## src/rtl/imm_ext_queue.sv

```systemverilog
// rtl/imm_ext_queue.sv - Immediate extender feeding a DEPTH-entry output FIFO
//
// Purpose:
//   Takes a raw 32-bit instruction and a format selector through a valid/ready
//   handshake. It extends the immediate to XLEN bits and queues the result for
//   the execute-stage operand mux. A stall in decode and backpressure from
//   execute are decoupled by the FIFO.
//
// Parameters:
//   XLEN  - immediate width, 32 or 64
//   DEPTH - FIFO entries, a power of two and >= 2
//
// Optional feature (macro IMM_EXT_ILLEGAL_CHK_EN):
//   When the macro is defined, each entry stores an error bit. The bit is set
//   for selector 000/111, and for a shift-imm with instr[25]=1 when XLEN=32.
//   Such entries carry an immediate of 0.
//   When the macro is undefined, out_err is tied low.
//
// Ports:
//   clk       in   rising-edge clock
//   reset     in   asynchronous active-high reset
//   in_valid  in   instruction/selector valid
//   in_ready  out  block can accept this cycle (count != DEPTH)
//   in_instr  in   [31:0] raw instruction word
//   in_sel    in   [2:0] 001 I, 010 S, 011 B, 100 U, 101 J, 110 shift-imm
//   out_valid out  FIFO head valid (count != 0)
//   out_ready in   consumer accepts head
//   out_imm   out  [XLEN-1:0] extended immediate at FIFO head
//   out_err   out  head entry flagged illegal
//   count     out  [$clog2(DEPTH):0] FIFO occupancy
module imm_ext_queue #(
    parameter int XLEN  = 32,
    parameter int DEPTH = 2
) (
    input  logic                     clk,
    input  logic                     reset,
    input  logic                     in_valid,
    output logic                     in_ready,
    input  logic [31:0]              in_instr,
    input  logic [2:0]               in_sel,
    output logic                     out_valid,
    input  logic                     out_ready,
    output logic [XLEN-1:0]          out_imm,
    output logic                     out_err,
    output logic [$clog2(DEPTH):0]   count
);

    localparam int AW = $clog2(DEPTH);
    localparam int CW = AW + 1;

    localparam logic [2:0] SEL_I     = 3'b001;
    localparam logic [2:0] SEL_S     = 3'b010;
    localparam logic [2:0] SEL_B     = 3'b011;
    localparam logic [2:0] SEL_U     = 3'b100;
    localparam logic [2:0] SEL_J     = 3'b101;
    localparam logic [2:0] SEL_SHIFT = 3'b110;

    // Opcode bits never take part in any immediate format.
    logic unused_opcode;
    assign unused_opcode = ^in_instr[6:0];

    // ------------------------------------------------------------------
    // Combinational extension
    // ------------------------------------------------------------------
    // Every format is first formed as a sign-extended 32-bit value. A single
    // signed cast then widens it to XLEN. The shift amount is zero-extended
    // into raw32, so its bit 31 is always 0 and the widening is a no-op.
    logic [31:0]     raw32;
    logic [XLEN-1:0] ext_imm;
    logic            ext_err;

    always_comb begin
        raw32   = '0;
        ext_err = 1'b0;
        unique case (in_sel)
            SEL_I: raw32 = {{20{in_instr[31]}}, in_instr[31:20]};
            SEL_S: raw32 = {{20{in_instr[31]}}, in_instr[31:25], in_instr[11:7]};
            SEL_B: raw32 = {{19{in_instr[31]}}, in_instr[31], in_instr[7],
                            in_instr[30:25], in_instr[11:8], 1'b0};
            SEL_U: raw32 = {in_instr[31:12], 12'b0};
            SEL_J: raw32 = {{11{in_instr[31]}}, in_instr[31], in_instr[19:12],
                            in_instr[20], in_instr[30:21], 1'b0};
            SEL_SHIFT: begin
                if (XLEN == 64) begin
                    raw32 = {26'b0, in_instr[25:20]};
                end else begin
                    raw32 = {27'b0, in_instr[24:20]};
`ifdef IMM_EXT_ILLEGAL_CHK_EN
                    // In RV32, a shamt with bit 5 set is reserved.
                    if (in_instr[25]) begin
                        raw32   = '0;
                        ext_err = 1'b1;
                    end
`endif
                end
            end
            default: begin
                raw32   = '0;
`ifdef IMM_EXT_ILLEGAL_CHK_EN
                ext_err = 1'b1;
`endif
            end
        endcase
        ext_imm = XLEN'($signed(raw32));
    end

    // ------------------------------------------------------------------
    // FIFO state
    // ------------------------------------------------------------------
    logic [XLEN-1:0] mem_imm_q [DEPTH];
    logic [AW-1:0]   wr_ptr_q, wr_ptr_d;
    logic [AW-1:0]   rd_ptr_q, rd_ptr_d;
    logic [CW-1:0]   count_q,  count_d;
    logic            push, pop;

    assign in_ready  = !reset && (count_q != CW'(DEPTH));
    assign out_valid = (count_q != '0);
    assign push      = in_valid && in_ready;
    assign pop       = out_valid && out_ready;
    assign count     = count_q;
    assign out_imm   = mem_imm_q[rd_ptr_q];

    // DEPTH is a power of two, so the pointers wrap by natural overflow.
    always_comb begin
        wr_ptr_d = wr_ptr_q;
        rd_ptr_d = rd_ptr_q;
        count_d  = count_q;
        if (push) begin
            wr_ptr_d = wr_ptr_q + AW'(1);
        end
        if (pop) begin
            rd_ptr_d = rd_ptr_q + AW'(1);
        end
        if (push && !pop) begin
            count_d = count_q + CW'(1);
        end else if (pop && !push) begin
            count_d = count_q - CW'(1);
        end
    end

    // The storage is cleared on reset, so the head reads 0 right after reset
    // and no stale entry can reappear once reset is released.
    always_ff @(posedge clk or posedge reset) begin
        if (reset) begin
            wr_ptr_q <= '0;
            rd_ptr_q <= '0;
            count_q  <= '0;
            for (int k = 0; k < DEPTH; k++) begin
                mem_imm_q[k] <= '0;
            end
        end else begin
            wr_ptr_q <= wr_ptr_d;
            rd_ptr_q <= rd_ptr_d;
            count_q  <= count_d;
            if (push) begin
                mem_imm_q[wr_ptr_q] <= ext_imm;
            end
        end
    end

`ifdef IMM_EXT_ILLEGAL_CHK_EN
    logic [DEPTH-1:0] mem_err_q;

    always_ff @(posedge clk or posedge reset) begin
        if (reset) begin
            mem_err_q <= '0;
        end else if (push) begin
            mem_err_q[wr_ptr_q] <= ext_err;
        end
    end

    assign out_err = mem_err_q[rd_ptr_q];
`else
    logic unused_err;
    assign unused_err = ext_err;
    assign out_err    = 1'b0;
`endif

endmodule

```

## config.mk

```make
export PLATFORM = sky130hd
export DESIGN_NAME = imm_ext_queue
export DESIGN_NICKNAME = d
export VERILOG_FILES = /design/src/rtl/imm_ext_queue.sv
export SDC_FILE = /design/constraint.sdc
export NUM_CORES = 1
export LEC_CHECK = 0
export CAP_MARGIN = 20
export CORE_UTILIZATION = 48
export CTS_BUF_LIST = sky130_fd_sc_hd__clkbuf_8
export DETAILED_ROUTE_END_ITERATION = 8
export GPL_TIMING_DRIVEN = 0
export MAX_ROUTING_LAYER = met4
export PLACE_DENSITY = 0.88
export SLEW_MARGIN = 20
export SYNTH_ARGS = -nofsm -noshare
export SYNTH_HDL_FRONTEND = slang
export SYNTH_SLANG_ARGS = --single-unit
```

## constraint.sdc

```tcl
create_clock -name clk -period 3.9 [get_ports clk]
set_input_delay 0.78 -clock clk [delete_from_list [all_inputs] [get_ports clk]]
set_output_delay 0.78 -clock clk [all_outputs]
set_load 0.1 [all_outputs]
```

Word level (Yosys, flattened, before mapping). Index checks and enable logic that the tools add are counted.

Register bits after elaboration: 68. Input port bits: 39. Output and inout port bits: 37. Word-level logic and storage cells: 41.

Add/subtract/negate cells: 4. Magnitude comparators: 3. Equality and inequality tests: 7. Multiplexer cells: 9. Bitwise gates (word level): 2. Reductions and logical operators: 11.

Operators with widths (count): $pmux 32 s6 (1); $mux 32 (4); $bwmux 64 (1); $demux 32 s1 (1); $eq 3x3->1 const B (3); $eq 3x2->1 const B (2); $logic_and 1x1->1 (6); $ge 2x2->1 const B (2); $mux 2 (2); $not 1->2 (2); $reduce_bool 2->1 (2); $eq 3x1->1 const B (1); $logic_not 1->1 (3); $add 1x1->1 const B (2); $add 2x1->2 const B (1); $lt 2x1->1 const B (1); $ne 2x2->1 const B (1); $sub 2x1->2 const B (1).

Depth between registers and ports, before layout.
Depth in word-level cells: 7. Depth in mapped cells: 7.

Least setup slack after synthesis. No wires, ideal clock.

Kind: input to output. Start: in reset. End: out in_ready. Arrival time: 4.046 ns. Data required time: 3.120 ns. Setup slack: -0.926 ns. Cell stages on the path: 3. Buffers on the path: 1. Cell sequence: clkinv_1 clkbuf_1 and2_1.

Cells in the longest elaborated chain, start to end: 2.

RTL lines: from (decl) (line 36) `input logic reset,`; $logic_not 1->1 (no source line); $logic_and 1x1->1 (line 116) `assign in_ready = !reset && (count_q != CW'(DEPTH));`; to (decl) (line 38) `output logic in_ready,`.

No other way between the ends.

Worst setup path in the final report. Ends and elaborated chain as after synthesis.

==> impl_metrics.ini <==
[outcome]
status = complete, no violations

[drt]
via_per_inst = 5.77
drtAntennaViolNets = 0
first_iter_violations = 256
vias = 2840
wl_per_cell_um = 18.0
drt_first_pass_iters = 4
wl_um = 8840
post-route-drc-count = 0

[clocking]
clock_latency_ns = 0.35
cts_root_buf = clkbuf_8
clk_pin_slew_ns = 0.07
cts_resized = 3
ctsHoldBuffers = 0
htree_levels = 3
postCtsSetupBuffers = 0
cts_tree = built
cts_buffers = 9
clock_path_buffers = 2
clkSinkCount = 68

[worst_setup_path]
cp_slowest_cell = clkdlybuf4s15_2
cp-start-kind = input port
cp_slowest_stage_delay_ns = 0.55
worstPathArrival_ns = 2.85
crit_family = buffers and inverters
crit_chain = clkdlybuf4s50_1, clkinv_1, clkbuf_4, buf_12, and2_1, clkdlybuf4s15_2
critPathMaxFanout = 44
crit_buf_inv = 5
crit_type = in2out
end_kind = output pin
cp.required_ns = 3.12

[min_path]
min_path_type = reg2reg

[global_routing]
first_global_vias = 2969
grt_start_max_net_pins = 45
grt_use_total_pct = 23.8
overflow = 0
antenna_found_initial = 0
grt_pass1_wl_um = 14800

[floorplan]
die_h_um = 89.7
die_width_um = 89.7
start_util_pct = 50.4
core_sq_mm = 0.00733
ios = 76
rows = 31
dieArea_sq_mm = 0.00805

[run]
drv_cap = 0

[timing]
hold_violations = 0
rsz0062_at_grt = no
fmax_ghz = 0.276
fin_tns_setup_ns = 0
relSlewSlack_pct = 33.4
drv_slew = 0
period_needed_ns = 3.63
finalSetupViolCount = 0
fin_crit_sh_pct = 93.0
fin_worst_skew_ns = 0.00845
worst_slew_pin_slew_ns = 0.996

[finish]
num_antenna_cells = 0
area_growth_pct = 26.7
nNetsFinal = 428
design_area_sq_mm = 0.00468
layout-drive-gt1-share_pct = 23.4
nFillCells = 547

[synthesis]
synth_seq_cells = 68
synth_top_cell_by_area = dfrtp_1
avgSynthCellArea_sq_um = 12.0
seq_area_frac_synth_pct = 46.1
synth_area_leaders = dfrtp_1, mux2_2, mux2_4
synth_nets = 349
synth_area_sq_mm = 0.00369
synth_most_common_cell = dfrtp_1
ys_types = 39
synth_edf_count = 0
synth_top_area_share_pct = 46.1
synth_flop_cell = dfrtp_1
syn_inst = 309
synthArstFlopShare_pct = 100
yosys_warnings = 0
synthTopCellsByCount = dfrtp_1, mux2_2, mux2_4

[placed_design]
post-dp-hpwl_um = 6230
numPortBuffers = 67
placed_area_sq_mm = 0.00451
place.gp.congestion = 0.852
per-stage QoR:
step                      hold WS, ns  utilization [%]  setup slack (ns)  cells
final                           0.509             63.9             0.275    492
after global placement          0.484             61.3             -1.00    475
after CTS                       0.510             63.9             0.222    492
after detailed placement        0.492             61.6            -0.345    476
after floorplan                 0.475                -             0.265    309
after global routing            0.525             63.9             0.103    492
cells by family after synthesis:
| logic type | after synthesis | share of synthesized area, % |
|---|---|---|
| AOI/OAI and AO/OA | 74 | 14.6 |
| xor gates and xnor gates | 5 | 1.19 |
| adders and majority gates | 1 | 0.339 |
| buffers and inverters | 48 | 7.52 |
| DFF | 68 | 46.1 |
| muxes | 68 | 22.6 |
| other | 1 | 0.101 |
| and+or+nand+nor | 44 | 7.62 |
registers in the layout, indices dropped and copies added, names as in the netlist:
register / cells
wr_ptr_q: 1
count: 2
rd_ptr_q: 1
mem_imm_q: 64
layout make-up:
type / instances / area, sq um / share of cell area, %
Clock buffer: 9 / 124 / 2.65
Inverter: 17 / 63.8 / 1.36
Buffer: 31 / 218 / 4.65
Sequential cell: 68 / 1700 / 36.3
Multi-Input combinational cell: 193 / 1720 / 36.6
Clock inverter: 7 / 43.8 / 0.935
Timing Repair Buffer: 68 / 692 / 14.8
Tap cell: 99 / 124 / 2.65
path summary, 6_finish.rpt:
kind | slack [ns] | end | cells past startpoint | startpoint
max | 0.27 | in_ready | 6 | reset
min | 0.51 | mem_imm_q[3] | 1 | mem_imm_q[3]
max reg2reg | 2.23 | count[1] | 6 | count[0]
min reg2reg | 0.51 | mem_imm_q[3] | 1 | mem_imm_q[3]
max in group asynchronous | 2.28 | mem_imm_q[44] | 4 | reset
min in group asynchronous | 1.04 | mem_imm_q[59] | 3 | reset
per-layer routing:
| metal | global-route usage (%) | part of all wire, % |
|---|---|---|
| met1 | 31.2 | 43 |
| met2 | 36.3 | 48 |
| met3 | 4.65 | 6.3 |
| met4 | 9.97 | 2.5 |
| met5 | - | 0 |
cell usage in the layout, fill, tap and decap left out, drive strengths merged, types with 5 or more instances in the layout:
cell           count
and4b              6
mux2i             14
o2bb2ai            8
buf               17
clkinv             6
clkdlybuf4s50     66
inv               16
o21ai             15
a41oi             22
a211o              5
nand2             19
a31oi             22
dfrtp             68
mux2              54
clkbuf            24
Power is not shown: default switching activity piles up to over one toggle a cycle in this logic, so the estimate is an artifact.
